`config.mk`:
```
export PLATFORM = sky130hd
export DESIGN_NAME = memory_access_unit
export DESIGN_NICKNAME = d
export VERILOG_FILES = /design/src/rtl/memory_access_unit_pkg.sv /design/src/rtl/memory_access_unit_load_store_align.sv /design/src/rtl/memory_access_unit.sv
export SDC_FILE = /design/constraint.sdc
export NUM_CORES = 1
export LEC_CHECK = 0
export ABC_AREA = 1
export CAP_MARGIN = 20
export CORE_MARGIN = 1
export CORE_UTILIZATION = 41
export CTS_CLUSTER_SIZE = 28
export DETAILED_ROUTE_END_ITERATION = 7
export HOLD_SLACK_MARGIN = 0.02
export PLACE_DENSITY = 0.87
export SLEW_MARGIN = 20
export SYNTH_ARGS = -nofsm -noshare
export SYNTH_HDL_FRONTEND = slang
export SYNTH_SLANG_ARGS = --single-unit
```
`constraint.sdc`:
```
create_clock -name clock -period 4.27 [get_ports clock]
set_clock_uncertainty 0.1 [all_clocks]
set_input_delay 0.854 -clock clock [delete_from_list [all_inputs] [get_ports clock]]
set_output_delay 0.854 -clock clock [all_outputs]
set_load 0.01 [all_outputs]
```
`src/rtl/memory_access_unit_pkg.sv`:
```
// Shared definitions for the memory-stage load/store engine.
//   - memoryState_ : access FSM state encoding
//   - F3_*         : funct3 encodings for loads and stores
//   - access_misaligned() : alignment rule shared by the FSM and its users
package memory_access_unit_pkg;

    localparam int DATA_W = 32;

    typedef enum logic [2:0] {
        MEM_IDLE    = 3'd0,
        MEM_REQUEST = 3'd1,
        MEM_WAIT    = 3'd2,
        MEM_DONE    = 3'd3,
        MEM_DRAIN   = 3'd4
    } memoryState_;

    localparam logic [2:0] F3_LB  = 3'b000;
    localparam logic [2:0] F3_LH  = 3'b001;
    localparam logic [2:0] F3_LW  = 3'b010;
    localparam logic [2:0] F3_LBU = 3'b100;
    localparam logic [2:0] F3_LHU = 3'b101;
    localparam logic [2:0] F3_SB  = 3'b000;
    localparam logic [2:0] F3_SH  = 3'b001;
    localparam logic [2:0] F3_SW  = 3'b010;

    // funct3[1:0] encodes the access size for both loads and stores:
    // 00 byte, 01 halfword, anything else word.
    function automatic logic access_misaligned(input logic [2:0] funct3,
                                               input logic [1:0] addr_low);
        case (funct3[1:0])
            2'b00:   return 1'b0;
            2'b01:   return addr_low[0];
            default: return addr_low != 2'b00;
        endcase
    endfunction

endpackage

```
`src/rtl/memory_access_unit_load_store_align.sv`:
```
// Purely combinational data alignment for the memory stage.
//   store side: store_funct3_i, store_addr_low_i, store_i, store_data_i
//               -> store_data_o (lane-replicated), byte_enable_o
//   load side : load_funct3_i, load_addr_low_i, load_word_i
//               -> load_data_o (extracted and sign/zero-extended)
module load_store_align
    import memory_access_unit_pkg::*;
(
    input  logic [2:0]        store_funct3_i,
    input  logic [1:0]        store_addr_low_i,
    input  logic              store_i,
    input  logic [DATA_W-1:0] store_data_i,
    output logic [DATA_W-1:0] store_data_o,
    output logic [3:0]        byte_enable_o,
    input  logic [2:0]        load_funct3_i,
    input  logic [1:0]        load_addr_low_i,
    input  logic [DATA_W-1:0] load_word_i,
    output logic [DATA_W-1:0] load_data_o
);

    logic [DATA_W-1:0] load_shifted;

    // Narrow stores replicate the source into every lane so the selected
    // lane always carries the right bytes; the enables pick the lane.
    // Loads always read the full word.
    always_comb begin
        // NOTE: every always_comb output gets a default first so no path
        // leaves it unassigned and a latch is never inferred.
        store_data_o  = store_data_i;
        byte_enable_o = 4'b1111;
        if (store_i) begin
            case (store_funct3_i[1:0])
                2'b00: begin
                    store_data_o  = {4{store_data_i[7:0]}};
                    byte_enable_o = 4'b0001 << store_addr_low_i;
                end
                2'b01: begin
                    store_data_o  = {2{store_data_i[15:0]}};
                    byte_enable_o = 4'b0011 << store_addr_low_i;
                end
                default: begin
                    store_data_o  = store_data_i;
                    byte_enable_o = 4'b1111;
                end
            endcase
        end
    end

    // Move the addressed byte/halfword down to bit 0, then extend.
    always_comb begin
        load_shifted = load_word_i >> {load_addr_low_i, 3'b000};
        case (load_funct3_i)
            F3_LB:   load_data_o = {{24{load_shifted[7]}}, load_shifted[7:0]};
            F3_LH:   load_data_o = {{16{load_shifted[15]}}, load_shifted[15:0]};
            F3_LBU:  load_data_o = {24'd0, load_shifted[7:0]};
            F3_LHU:  load_data_o = {16'd0, load_shifted[15:0]};
            default: load_data_o = load_word_i;
        endcase
    end

endmodule

```
`src/rtl/memory_access_unit.sv`:
```
// Memory-stage load/store engine between the execute/memory pipeline
// register and the data bus. One bus transaction per live, aligned
// load/store; at most one outstanding.
//   pipeline in : memoryValid, memoryLoad, memoryStore, memoryFunct3,
//                 memoryAddress, memoryStoreData, memoryFlush
//   bus out     : busRequest, busWrite, busAddress, busWriteData, busByteEnable
//   bus in      : busReady, busResponseValid, busReadData, busError
//   hazard/trap : stallControl, loadDataValid, loadData, misaligned, accessFault
module memory_access_unit
    import memory_access_unit_pkg::*;
#(
    parameter int XLEN       = 32,
    parameter int ADDR_WIDTH = 32
) (
    input  logic                  clock,
    input  logic                  reset,
    input  logic                  memoryValid,
    input  logic                  memoryLoad,
    input  logic                  memoryStore,
    input  logic [2:0]            memoryFunct3,
    input  logic [ADDR_WIDTH-1:0] memoryAddress,
    input  logic [XLEN-1:0]       memoryStoreData,
    input  logic                  memoryFlush,
    output logic                  busRequest,
    output logic                  busWrite,
    output logic [ADDR_WIDTH-1:0] busAddress,
    output logic [XLEN-1:0]       busWriteData,
    output logic [3:0]            busByteEnable,
    input  logic                  busReady,
    input  logic                  busResponseValid,
    input  logic [XLEN-1:0]       busReadData,
    input  logic                  busError,
    output logic                  stallControl,
    output logic                  loadDataValid,
    output logic [XLEN-1:0]       loadData,
    output logic                  misaligned,
    output logic                  accessFault
);

    memoryState_           state_q,  state_d;
    logic [ADDR_WIDTH-1:0] addr_q,   addr_d;
    logic [XLEN-1:0]       wdata_q,  wdata_d;
    logic [3:0]            be_q,     be_d;
    logic                  write_q,  write_d;
    logic [2:0]            funct3_q, funct3_d;
    logic [XLEN-1:0]       rdata_q,  rdata_d;
    logic                  error_q,  error_d;

    logic                  mem_op;
    logic                  misaligned_c;
    logic                  access;
    logic                  stall_c;
    logic [XLEN-1:0]       align_wdata;
    logic [3:0]            align_be;
    logic [XLEN-1:0]       extracted;

    assign mem_op       = memoryValid & (memoryLoad | memoryStore);
    assign misaligned_c = mem_op & access_misaligned(memoryFunct3, memoryAddress[1:0]);
    assign access       = mem_op & ~misaligned_c;

    // Store side works on the live instruction (registered on issue);
    // load side works on the captured word and the registered low address
    // bits, so it is immune to the pipeline register changing later.
    load_store_align u_align (
        .store_funct3_i   (memoryFunct3),
        .store_addr_low_i (memoryAddress[1:0]),
        .store_i          (memoryStore),
        .store_data_i     (memoryStoreData),
        .store_data_o     (align_wdata),
        .byte_enable_o    (align_be),
        .load_funct3_i    (funct3_q),
        .load_addr_low_i  (addr_q[1:0]),
        .load_word_i      (rdata_q),
        .load_data_o      (extracted)
    );

    always_comb begin
        state_d  = state_q;
        addr_d   = addr_q;
        wdata_d  = wdata_q;
        be_d     = be_q;
        write_d  = write_q;
        funct3_d = funct3_q;
        rdata_d  = rdata_q;
        error_d  = error_q;
        stall_c  = 1'b0;

        case (state_q)
            MEM_IDLE: begin
                if (access && !memoryFlush) begin
                    state_d  = MEM_REQUEST;
                    stall_c  = 1'b1;
                    addr_d   = memoryAddress;
                    wdata_d  = align_wdata;
                    be_d     = align_be;
                    write_d  = memoryStore;
                    funct3_d = memoryFunct3;
                end
            end

            MEM_REQUEST: begin
                stall_c = 1'b1;
                if (busReady) begin
                    // Once accepted the request cannot be withdrawn; a flush
                    // in the same cycle turns the result into a discard.
                    if (busResponseValid) begin
                        if (memoryFlush) begin
                            state_d = MEM_IDLE;
                        end else begin
                            rdata_d = busReadData;
                            error_d = busError;
                            state_d = MEM_DONE;
                        end
                    end else begin
                        state_d = memoryFlush ? MEM_DRAIN : MEM_WAIT;
                    end
                end else if (memoryFlush) begin
                    state_d = MEM_IDLE;
                end
            end

            MEM_WAIT: begin
                stall_c = 1'b1;
                if (busResponseValid) begin
                    if (memoryFlush) begin
                        state_d = MEM_IDLE;
                    end else begin
                        rdata_d = busReadData;
                        error_d = busError;
                        state_d = MEM_DONE;
                    end
                end else if (memoryFlush) begin
                    state_d = MEM_DRAIN;
                end
            end

            // Stall low here lets the pipeline advance on this edge; the
            // next instruction is only looked at from IDLE.
            MEM_DONE: begin
                state_d = MEM_IDLE;
            end

            MEM_DRAIN: begin
                stall_c = 1'b1;
                if (busResponseValid) begin
                    state_d = MEM_IDLE;
                end
            end

            default: begin
                state_d = MEM_IDLE;
            end
        endcase
    end

    always_ff @(posedge clock or posedge reset) begin
        if (reset) begin
            state_q  <= MEM_IDLE;
            addr_q   <= '0;
            wdata_q  <= '0;
            be_q     <= '0;
            write_q  <= 1'b0;
            funct3_q <= '0;
            rdata_q  <= '0;
            error_q  <= 1'b0;
        end else begin
            // NOTE: sequential state uses non-blocking assignments so every
            // register samples pre-edge values regardless of statement order.
            state_q  <= state_d;
            addr_q   <= addr_d;
            wdata_q  <= wdata_d;
            be_q     <= be_d;
            write_q  <= write_d;
            funct3_q <= funct3_d;
            rdata_q  <= rdata_d;
            error_q  <= error_d;
        end
    end

    // Bus fields are only meaningful while requesting; keep them quiet
    // otherwise.
    assign busRequest    = (state_q == MEM_REQUEST);
    assign busWrite      = busRequest & write_q;
    assign busAddress    = busRequest ? {addr_q[ADDR_WIDTH-1:2], 2'b00} : '0;
    assign busWriteData  = busRequest ? wdata_q : '0;
    assign busByteEnable = busRequest ? be_q : 4'b0000;

    assign loadDataValid = (state_q == MEM_DONE) & ~write_q & ~error_q;
    assign accessFault   = (state_q == MEM_DONE) & error_q;
    assign loadData      = loadDataValid ? extracted : '0;

    // The combinational paths from the live inputs are masked by reset so
    // that every output is 0 for as long as reset is held.
    assign stallControl  = stall_c & ~reset;
    assign misaligned    = misaligned_c & ~reset;

endmodule

```
; Word-level counts from Yosys, hierarchy flattened
; Cells that the tools add are included.
[word_totals]
reg_bits = 108
latchBits = 0
ram_bits = 0
rom_bits = 0
input_bits = 108
out_inout_bits = 106
wordCells = 79
mem_count = 0
[classes]
addsub = 0
mul = 0
div_mod_pow = 0
magnitude_cmp = 0
eq_ne = 13
shift = 3
mux = 30
bitwise_logic = 14
n_reduce_logical = 11
[op_table]
columns = cell, n
row1 = $mux W32, 7
row2 = $pmux W32 S2, 2
row3 = $pmux W32 S4, 1
row4 = $shr A32 B5 Y16, 1
row5 = $mux W3, 8
row6 = $pmux W3 S4, 1
row7 = $and A1 B1 Y1, 9
row8 = $eq A3 B3 Y1 const B, 3
row9 = $mux W4, 2
row10 = $pmux W4 S2, 1
row11 = $eq A3 B1 Y1 const B, 2
row12 = $eq A3 B2 Y1 const B, 2
row13 = $logic_not A3 Y1, 2
row14 = $pmux W1 S2, 3
row15 = $mux W1, 4
row16 = $ne A2 B2 Y1 const B, 2
row17 = $not A1 Y1, 4
row18 = $reduce_and A2 Y1, 2
row19 = $reduce_and A4 Y1, 1
row20 = $reduce_bool A2 Y1, 2
row21 = $shl A1 B2 Y4 const A, 1
row22 = $shl A2 B2 Y4 const A, 1
row23 = $ne A3 B2 Y1 const B, 1
row24 = $ne A3 B3 Y1 const B, 1
row25 = other kinds (8), 8

; Depth between registers and ports, before layout
; Gate-level depths: netlist (run 1).
[depth]
depth_word = 9
ltp_mapped = 10
mapped_depth_nobuf = 8

; Modules after synthesis
; Synthesis (run 1) repeated with hierarchy kept, for this count alone.
[unflattened]
cells_unflattened = 952
hier_area_um2 = 6482.5
[by_module_without_submodules]
columns = module, n_inst, cells_each, area_per_inst_um2, seq_area_each_um2
row1 = memory_access_unit, 1, 642, 5011.1, 2702.6
row2 = load_store_align, 1, 310, 1471.4, 0.0

; Worst setup path before layout (run 1)
; Ideal clock, no wire load.
[synth_timing]
kind = input -> output
startpoint = input reset
endpoint = output stallControl
arrival_time_ps = 3515
t_required_ps = 3316
path_slack_ps = -199
stages = 3
path_buffers = 0
path_cell_list = inv_1 > nand2_1 > a21oi_1
[synth_via]
elab_chain_len = 2
[synth_rtl]
columns = element, line
row1 = "start, declared", memory_access_unit.sv:16  ; input logic reset,
row2 = $not A1 Y1, memory_access_unit.sv:194  ; assign stallControl = stall_c & ~reset;
row3 = $and A1 B1 Y1, memory_access_unit.sv:194
row4 = "end, declared", memory_access_unit.sv:33  ; output logic stallControl,
; Every way passes these cells.

; Worst setup path in the final report (run 1)
[layout_timing]
startpoint = register state_q[2]
endpoint = output busWriteData[24]
[layout_via]
elab_chain_len = 2
[layout_rtl]
columns = element, line
row1 = "start, declared", memory_access_unit.sv:40  ; memoryState_ state_q, state_d;
row2 = "start signal, assigned", memory_access_unit.sv:169  ; state_q <= state_d;
row3 = $eq A3 B1 Y1, memory_access_unit.sv:182  ; assign busRequest = (state_q == MEM_REQUEST);
row4 = $mux W32, memory_access_unit.sv:185  ; assign busWriteData = busRequest ? wdata_q : '0;
row5 = "end, declared", memory_access_unit.sv:27  ; output logic [XLEN-1:0] busWriteData,
; Every way passes these cells.

==> summary.md, run 1 <==
| Metric | Value |
|---|---|
| Grt ovf | `0` |
| TritonCTS Sinks | `108` |
| Hold/Removal Path Class | `reg -> reg` |
| R2R depth | `6` |
| Critical R2R Launch | `state_q[2]` |
| Routed len/inst | `14.5 um` |
| Power density over cell area | `616 nW/um^2` |
| Post-synth top cells | `173 x nor2_1, 147 x nand2_1, 119 x inv_1` |
| Power Total | `5.27 mW` |
| RSZ-0062 raised after global routing | `false` |
| Setup Crit Path Kind | `reg -> out` |
| R2r setup slk | `2.00 ns` |
| Leading area contributor after synthesis | `dfrtp_1` |
| First-pass GRT wire length | `27,100 um` |
| Worst setup EP type | `output port` |
| Via Count | `between 6,000 and 7,000` |
| Fin crit share | `92.5%` |
| Inst Count DP | `1,201` |
| Switch share | `39.6%` |
| Yosys reg bits | `108` |
| Final hold viol count | `0` |
| Net Switching | `2.08 mW` |
| Synth warn | `0` |
| CTS H-tree lvls | `3` |
| Tmin final | `3.95 ns` |
| Critical path's top delay family | `buffers and inverters` |
| P_leak | `4.04 nW` |
| WP buf/inv | `2` |
| Layout area overhead | `40.2%` |
| Finished Core Util | `58.9%` |
| DRT antenna net count | `0` |
| Share of power burned in registers | `between 30% and 40%` |
| Global Route Usage Sum | `22.9%` |
| Buffers inserted by post-CTS timing repair | `0` |
| Buffers on Ports | `211` |
| Die W | `124 um` |
| Worst setup SP type | `flop` |
| Combinational Power Share | `47.3%` |
| Initial Utilization | `42.0%` |
| PnR worst setup slack | `0.320 ns` |
| Maximum number of pins on one net before global-route repair | `94` |
| Crit path depth | `4` |
| Worst Path Required | `3.32 ns` |
| Final setup TNS | `0 ns` |
| Worst Hold Launch | `wdata_q[23]` |
| Max-slew violations | `0` |
| Dpl ws | `0.607 ns` |
| Post_cts resized | `0` |
| Vias in the first global route | `~5,600` |
| Skew-Pair Late Insertion Delay | `0.35 ns` |
| Hold_buf cts | `0` |
| Max-slew headroom | `roughly 40%` |
| Dpl hpwl | `12,700 um` |
| Synthesized netlist cell count | `848` |
| Antenna diode count | `0` |
| # nets final | `1,136` |
| Reg2reg end | `rdata_q[8]` |
| Initial antenna violation count | `0` |
| Number of max-cap violations | `0` |
| Status | `finished, final reports clean` |
| Crit-path cells | `nor3_4 -> clkinv_2 -> nor2_1 -> clkdlybuf4s50_1` |
| CTS tree | `built` |
| CP max FO | `67` |
| Num CTS Buffers | `9` |
| Crit-path slowest cell | `clkinv_2` |
| WL final | `17,600 um` |
| Arrival time worst endpoint | `roughly 3 ns` |
| Drc violations | `0` |
| Number of synthesized flops with an enable pin | `0` |
| Layout cells sized above 1 | `under 10%` |
| Rows | `44` |
| Core area | `14,500 um^2` |
| Main area contributors after synthesis | `dfrtp_1 44%, nor2_1 11%, nand2_1 9.0%, o21ai_0 7.4%, inv_1 7.3%` |
| Post-synth ARST share | `100%` |
| Netlist cell types | `24` |
| Fmax | `253 MHz` |
| Count of final setup violators | `0` |
| Reg clk slew, reported paths | `0.07 ns` |
| Initial DRC count | `577` |
| Synth Flop Type | `dfrtp_1` |
| Clock network fraction of total power | `~18%` |
| Placer Congestion | `0.923` |
| Non-filler instance count after layout | `~1,200` |
| CTS root buf | `clkbuf_16` |
| Crit path to | `busWriteData[24]` |
| Worst slew pin tran | `0.902 ns` |
| Die Span Y | `124 um` |
| Synthesized cell area | `approximately 6100 um^2` |
| DRT Pass-1 Iters | `6` |
| Syn Area/Cell | `7.20 um^2` |
| Peak per-stage delay on the critical path | `0.75 ns` |
| Max VDD drop | `0.322 mV` |
| CTS Buffer Depth | `2` |
| Via density | `5.01` |
| Internal Power | `3.18 mW` |
| Worst setup path start | `state_q[2]` |
| Sequential area share after synthesis | `44.3%` |
| Most common cell in the netlist | `nor2_1` |
| I/O Pins | `214` |
| Die area | `between 15,000 and 20,000 um^2` |
| Synth top area share | `44.3%` |
## state kept, by name, indices dropped and copies added, names as in the netlist
register	flops
be_q	4
addr_q	32
write_q	1
funct3_q	3
state_q	3
wdata_q	32
rdata_q	32
error_q	1
## power by group through the flow
stage	logic (mW)	clock network, mW	registers [mW]
finish	2.49	0.970	1.81
global placement	2.41	0	1.78
CTS	2.49	0.982	1.80
detailed placement	2.47	0	1.81
global route	2.76	1.03	1.86
floorplan	1.55	0	1.70
## worst reg2reg max path, stage by stage, from the launching register on
cell and delay, ns:
dfrtp_1 0.47, nor3_4 0.36, nand2_2 0.25, nand2_2 0.35, buf_4 0.43, nand2_1 0.13, o21ai_0 0.10
## through the flow
step           instance area (um^2)  hold WS [ns]
2_1_floorplan                  6110         0.353
3_3_place_gp                   8220         0.368
3_5_place_dp                   8220         0.379
4_1_cts                        8560         0.394
5_1_grt                        8560         0.418
6_report                       8560         0.393
## per-layer routing
| metal | track usage, % | up-vias | part of all wire [%] |
|---|---|---|---|
| met1 | 27.3 | 2788 | 40 |
| met4 | 9.67 | 0 | 2.5 |
| met3 | 5.72 | 30 | 9.0 |
| met2 | 39.1 | 269 | 48 |
| li1 | - | 3004 | - |
| met5 | 0 | - | 0 |
## cell families (layout without fill, tap and decap cells)
family / count (synthesis) / after routing / synth area share [%]
compound gates: 197 / 197 / 18.7
buf+inv: 175 / 358 / 12.8
flops: 108 / 108 / 44.3
other cells: 1 / 2 / 0.0614
simple gates: 367 / 367 / 24.2
## placed cells by master (no fill, tap or decap), drive strengths merged
master	synthesis	layout
a31oi	7	7
nor3	5	5
clkinv	0	1
conb	1	2
clkinvlp	0	2
nand2	152	152
o21ai	114	114
a21boi	1	1
nor2	174	174
clkbuf	19	11
nand3	34	34
inv	124	122
nand4	2	2
dfrtp	108	108
bufinv	0	3
a21oi	75	75
buf	32	8
clkdlybuf4s50	0	211
## worst min path at each step
stage	to	slack, ns	cells past startpoint
after floorplan	be_q[0]	0.35	2
after global placement	wdata_q[20]	0.37	2
after detailed placement	wdata_q[0]	0.38	2
after CTS	wdata_q[0]	0.39	2
after global routing	wdata_q[22]	0.42	2
final	wdata_q[23]	0.39	2
## layout make-up
cell class	instances	area [um^2]
Clock inverter	4	97.6
Sequential cell	108	2700
Timing Repair Buffer	219	2180
Inverter	124	470
Fill cell	1320	5970
Clock buffer	11	243
Multi-Input combinational cell	566	2630
Tap cell	184	230
Note: power is estimated with default switching activity, not from simulation.
==> inputs of run 2 (changes only) <==
CORE_UTILIZATION = 46   (was 41)
PLACE_DENSITY = 0.91   (was 0.87)
clock period = 3.7 ns   (was 4.27 ns; I/O delays follow)
==> run 2 against run 1 <==
  * Count of clock-buffer cells in the layout shrank 2
  * Largest cell class unchanged
  * Core utilization grew 8.3 points
  * Non-clock buffer count increased by 6
  * Hold slack got worse by 0.0040 ns
  * Via count up 1.7%
  * Sequential power rose by 15%
  * First-iteration DRC count up 1.4%
  * Highest routed layer unchanged
  * Sequential cell count unchanged
  * Final cell count down 0.41%
==> summary.md, run 2 (same netlist as run 1, synthesis figures left out) <==
| Metric | Value |
|---|---|
| Worst slew pin tran | `0.849 ns (-0.0526 ns)` |
| Die area | `13,700 um^2 (-11%)` |
| Vias in the first global route | `5,927 (+6.3%)` |
| WL final | `18,000 um (+2.5%)` |
| GR peak layer | `met2` |
| CP max FO | `16 (-76%)` |
| Net Switching | `2.44 mW (+17%)` |
| First-pass GRT wire length | `27,700 um (+2.4%)` |
| Num CTS Buffers | `9 (unchanged)` |
| Tmin final | `3.43 ns` |
| Worst setup SP type | `flop` |
| Die Span Y | `117 um (-5.5%)` |
| Max VDD drop | `0.394 mV (+22%)` |
| Max-slew headroom | `43.4% (+3.5 points)` |
| Placer Congestion | `0.919 (-0.53%)` |
| Power density over cell area | `697 nW/um^2 (+13%)` |
| Most frequent cells in the layout | `211 x clkdlybuf4s50_1, 173 x nor2_1, 147 x nand2_1` |
| CTS Buffer Depth | `2 (unchanged)` |
| Routed len/inst | `14.9 um (+2.9%)` |
| PnR worst setup slack | `0.271 ns (-0.0487 ns)` |
| DRT antenna net count | `0 (unchanged)` |
| Critical R2R Launch | `state_q[1]` |
| Drc violations | `0 (unchanged)` |
| Hold/Removal Path Class | `reg -> reg` |
| Grt ovf | `0 (unchanged)` |
| CTS root buf | `clkbuf_16` |
| Commonest non-fill, non-tap cell in the layout | `clkdlybuf4s50_1` |
| RSZ-0062 raised after global routing | `false` |
| Worst setup path start | `addr_q[1]` |
| Fmax | `292 MHz` |
| Worst setup EP type | `output port` |
| Rows | `41 (-6.8%)` |
| Dpl ws | `0.310 ns (-0.297 ns)` |
| Layout cells sized above 1 | `8.18% (+0.82 points)` |
| Final setup TNS | `0 ns (unchanged)` |
| Arrival time worst endpoint | `2.59 ns (-0.41 ns)` |
| Reg clk slew, reported paths | `0.07 ns (about the same)` |
| Combinational Power Share | `48.8% (+1.5 points)` |
| Number of max-cap violations | `0 (unchanged)` |
| CTS tree | `built` |
| Via density | `5.11 (+2.1%)` |
| Max-slew violations | `0 (unchanged)` |
| Hold_buf cts | `0 (unchanged)` |
| Antenna diode count | `0 (unchanged)` |
| I/O Pins | `214 (unchanged)` |
| Worst Path Required | `2.86 ns (-0.46 ns)` |
| # nets final | `1,142 (+0.53%)` |
| Met2 usage | `45.3% (+6.3 points)` |
| Count of final setup violators | `0 (unchanged)` |
| Global Route Usage Sum | `26.5% (+3.6 points)` |
| TritonCTS Sinks | `108 (unchanged)` |
| Buffers on Ports | `211 (unchanged)` |
| Status | `finished, final reports clean` |
| Core area | `12,800 um^2 (-12%)` |
| Biggest regs | `addr_q (32), rdata_q (32), wdata_q (32)` |
| Clock network fraction of total power | `16.4% (-2.0 points)` |
| Fin crit share | `92.7%` |
| Initial Utilization | `47.8% (+5.8 points)` |
| Die W | `117 um (-5.5%)` |
| Share of power burned in registers | `34.8% (+0.5 points)` |
| CTS H-tree lvls | `3 (unchanged)` |
| Final hold viol count | `0 (unchanged)` |
| Maximum number of pins on one net before global-route repair | `69 (-27%)` |
| Setup Crit Path Kind | `reg -> out` |
| Worst Hold Launch | `be_q[0]` |
| GR Layer Usage met1 | `30.6% (+3.3 points)` |
| Initial DRC count | `585 (+1.4%)` |
| Dpl hpwl | `12,800 um (+0.82%)` |
| Initial antenna violation count | `0 (unchanged)` |
| Skew-Pair Late Insertion Delay | `0.35 ns (about the same)` |
| DRT Pass-1 Iters | `6 (unchanged)` |
| P_leak | `4.05 nW (+0.40%)` |
| Met3 Usage GRT | `7.47% (+1.7 points)` |
| Via Count | `6,193 (+1.7%)` |
| Layout area overhead | `40.5%` |
| Internal Power | `3.53 mW (+11%)` |
| Switch share | `40.9% (+1.3 points)` |
==> run 2: cell types whose count changed in the layout (fill, tap and decap cells not counted), sizes merged <==
cell	change
clkbuf	-2
buf	+6
clkinvlp	+1
bufinv	-2
clkinv	+2
inv	+2
==> run 2: what timing repair did <==
| action | CTS | global route |
|---|---|---|
| endpoints found under the setup margin | 0 | 15 |
| resized for setup | 0 | 1 |
| setup buffers | 0 | 3 |
==> run 2: worst paths after layout <==
path / to / slack, ns / cells after the start
setup / recovery: loadData[28] / 0.27 / 7
setup reg to reg: wdata_q[19] / 1.58 / 8
max in group asynchronous: addr_q[1] / 1.39 / 4
hold / removal: be_q[0] / 0.39 / 2
hold reg to reg: be_q[0] / 0.39 / 2
min in group asynchronous: write_q / 0.85 / 3
==> run 2: routing by layer <==
layer,vias up,part of all wire (%)
li1,3008,-
met2,346,48
met1,2797,39
met4,0,3.2
met3,42,10
met5,-,0
==> run 2: final cells by class <==
| cell class | instances | area (um^2) |
|---|---|---|
| Timing Repair Buffer | 225 | 2250 |
| Sequential cell | 108 | 2700 |
| Clock buffer | 9 | 225 |
| Inverter | 124 | 472 |
| Multi-Input combinational cell | 566 | 2630 |
| Fill cell | 1003 | 4200 |
| Clock inverter | 7 | 76.3 |
| Tap cell | 172 | 215 |
==> run 2: power by group through the flow <==
stage,clock (mW),sequential (mW),combinational [mW]
2_1_floorplan,0,1.96,1.78
3_3_place_gp,0,2.06,2.80
3_5_place_dp,0,2.08,2.87
4_1_cts,1.00,2.07,2.90
5_1_grt,1.05,2.14,3.20
6_report,0.981,2.08,2.91
==> run 2: worst max-delay path, stage by stage, from the launching register on <==
cell and delay, ns:
dfrtp_2 0.50, inv_1 0.40, nand3_1 0.20, nand3_1 0.15, nand3_1 0.12, nand2_2 0.27
nor2_1 0.09, clkdlybuf4s50_1 0.49
==> run 2: per-stage QoR <==
| step | hold WS (ns) | instances | total power, mW | util (%) | cell area [um^2] |
|---|---|---|---|---|---|
| floorplan | 0.353 | 849 | 3.75 | - | 6110 |
| global placement | 0.368 | 1192 | 4.86 | 64.5 | 8240 |
| detailed placement | 0.374 | 1192 | 4.96 | 64.5 | 8240 |
| CTS | 0.392 | 1208 | 5.97 | 66.9 | 8540 |
| global route | 0.412 | 1211 | 6.39 | 67.2 | 8580 |
| finish | 0.389 | 1211 | 5.98 | 67.2 | 8580 |
==> inputs of run 3 (changes only) <==
CORE_UTILIZATION = 49   (was 46)
PLACE_DENSITY = 0.95   (was 0.91)
clock period = 4.23 ns   (was 3.7 ns; I/O delays follow)
==> run 3 against run 2 <==
  * Power down 13%
  * Count of clock-buffer cells in the layout unchanged
  * Setup slack better by 0.27 ns
  * Critical path type is now in -> out
  * Largest cell class unchanged
  * Non-clock buffer count down 5
  * Via count up 0.82%
  * Critical path depth unchanged
  * Largest power group unchanged
==> summary.md, run 3 (same netlist as run 1, synthesis figures left out) <==
| Metric | Value |
|---|---|
| Vias in the first global route | `6,024 (+1.6%)` |
| Share of power burned in registers | `34.7% (about the same)` |
| Worst setup SP type | `input port` |
| Fmax | `271 MHz` |
| CTS tree | `built` |
| Hold/Removal Path Class | `reg -> reg` |
| Die area | `12,900 um^2 (-6.0%)` |
| TritonCTS Sinks | `108 (unchanged)` |
| Critical R2R Launch | `state_q[2]` |
| Antenna diode count | `0 (unchanged)` |
| Final hold viol count | `0 (unchanged)` |
| Worst setup path start | `memoryAddress[1]` |
| Hold_buf cts | `0 (unchanged)` |
| Switch share | `40.7% (-0.11 points)` |
| WL final | `17,700 um (-2.0%)` |
| Dpl hpwl | `13,000 um (+1.8%)` |
| Fin crit share | `87.2%` |
| Global Route Usage Sum | `28.3% (+1.8 points)` |
| Num CTS Buffers | `9 (unchanged)` |
| CP max FO | `5 (-11)` |
| Skew-Pair Late Insertion Delay | `0.34 ns (about the same)` |
| Drc violations | `0 (unchanged)` |
| Initial DRC count | `457 (-22%)` |
| Core area | `12,100 um^2 (-5.6%)` |
| Initial Utilization | `50.6% (+2.8 points)` |
| Most frequent cells in the layout | `211 x clkdlybuf4s50_1, 173 x nor2_1, 147 x nand2_1` |
| Via Count | `6,244 (+0.82%)` |
| Rows | `40 (-2.4%)` |
| Die Span Y | `114 um (-3.1%)` |
| Post_cts resized | `0 (unchanged)` |
| Routed len/inst | `14.7 um (-1.3%)` |
| Max VDD drop | `0.345 mV (-13%)` |
| Worst slew pin tran | `0.949 ns (+0.100 ns)` |
| Grt ovf | `0 (unchanged)` |
| Placer Congestion | `0.964 (+4.9%)` |
| Count of final setup violators | `0 (unchanged)` |
| Buffers on Ports | `211 (unchanged)` |
| Reg clk slew, reported paths | `0.07 ns (about the same)` |
| DRT Pass-1 Iters | `5 (-1)` |
| Worst setup EP type | `output port` |
| Die W | `114 um (-3.1%)` |
| Via density | `5.19 (+1.6%)` |
| Commonest non-fill, non-tap cell in the layout | `clkdlybuf4s50_1` |
| Maximum number of pins on one net before global-route repair | `107 (+55%)` |
| I/O Pins | `214 (unchanged)` |
| RSZ-0062 raised after global routing | `false` |
| Combinational Power Share | `48.6% (-0.2 points)` |
| CTS Buffer Depth | `2 (unchanged)` |
| First-pass GRT wire length | `28,800 um (+4.0%)` |
| Arrival time worst endpoint | `2.74 ns (+0.15 ns)` |
| Status | `finished, final reports clean` |
| Initial antenna violation count | `0 (unchanged)` |
| Worst Path Required | `3.28 ns (+0.42 ns)` |
| Tmin final | `roughly 3.7 ns` |
| CTS root buf | `clkbuf_16` |
| Max-slew headroom | `36.7% (-6.7 points)` |
| P_leak | `4.02 nW (-0.71%)` |
| Finished Core Util | `70.6% (+3.4 points)` |
| Max-slew violations | `0 (unchanged)` |
| Power density over cell area | `613 nW/um^2 (-12%)` |
| Net Switching | `2.13 mW (-13%)` |
| CTS H-tree lvls | `3 (unchanged)` |
| Biggest regs | `addr_q (32), rdata_q (32), wdata_q (32)` |
| Layout area overhead | `39.4%` |
| Number of max-cap violations | `0 (unchanged)` |
| Setup Crit Path Kind | `in -> out` |
| Worst Hold Launch | `wdata_q[3]` |
| # nets final | `1,137 (-0.44%)` |
| Buffers inserted by post-CTS timing repair | `0 (unchanged)` |
| Internal Power | `3.09 mW (-12%)` |
| Clock network fraction of total power | `16.7% (+0.3 points)` |
| DRT antenna net count | `0 (unchanged)` |
| Layout cells sized above 1 | `7.64% (-0.54 points)` |
| Final setup TNS | `0 ns (unchanged)` |
==> run 3: cell count changes in the layout (fill, tap and decap cells not counted) <==
cell | previous run | this run
inv_4 | 1 | 0
buf_12 | 3 | 1
buf_4 | 11 | 8
clkinv_2 | 1 | 0
inv_2 | 4 | 5
clkinv_4 | 2 | 1
dfrtp_2 | 1 | 0
inv_8 | 0 | 1
inv_6 | 1 | 2
dfrtp_1 | 107 | 108
==> run 3: routing by layer <==
metal	vias to the layer above	routed length, um	global-route usage [%]
met5	-	0	0
met4	0	771	14.6
met3	62	1650	6.59
met2	333	8270	46.0
met1	2848	6970	35.2
li1	3001	-	-
==> run 3: path summary, 6_finish.rpt <==
check	endpoint	slack (ns)	cells past startpoint
worst min-delay path	wdata_q[3]	0.39	2
worst max register to register	rdata_q[8]	1.93	6
max in group asynchronous	rdata_q[8]	1.81	4
min in group asynchronous	wdata_q[5]	0.91	3
worst min register to register	wdata_q[3]	0.39	2
worst max-delay path	stallControl	0.54	7
==> run 3: through the flow <==
step	total power [mW]	setup WS [ns]	instance area, um^2	cells	hold WS [ns]
2_1_floorplan	3.28	0.601	6110	849	0.353
3_3_place_gp	4.23	0.672	8210	1186	0.367
3_5_place_dp	4.33	0.593	8210	1186	0.379
4_1_cts	5.23	0.587	8510	1202	0.396
5_1_grt	5.62	0.373	8510	1202	0.407
6_report	5.22	0.541	8510	1202	0.393
==> run 3: critical path, stage by stage <==
cell	delay, ns
clkdlybuf4s50_1	0.49
o21ai_0	0.20
nand2_1	0.13
o21ai_0	0.28
nand2_1	0.10
a21oi_1	0.14
clkdlybuf4s50_1	0.56
==> run 3: layout make-up <==
type,instances,area (um^2)
Sequential cell,108,2700
Clock buffer,9,225
Fill cell,910,3550
Timing Repair Buffer,220,2190
Multi-Input combinational cell,566,2630
Clock inverter,7,82.6
Inverter,124,469
Tap cell,168,210
==> run 3: power by group through the flow <==
stage | registers (mW) | clock network (mW) | logic [mW]
2_1_floorplan | 1.72 | 0 | 1.56
3_3_place_gp | 1.80 | 0 | 2.44
3_5_place_dp | 1.82 | 0 | 2.51
4_1_cts | 1.81 | 0.885 | 2.53
5_1_grt | 1.87 | 0.934 | 2.81
6_report | 1.81 | 0.874 | 2.53
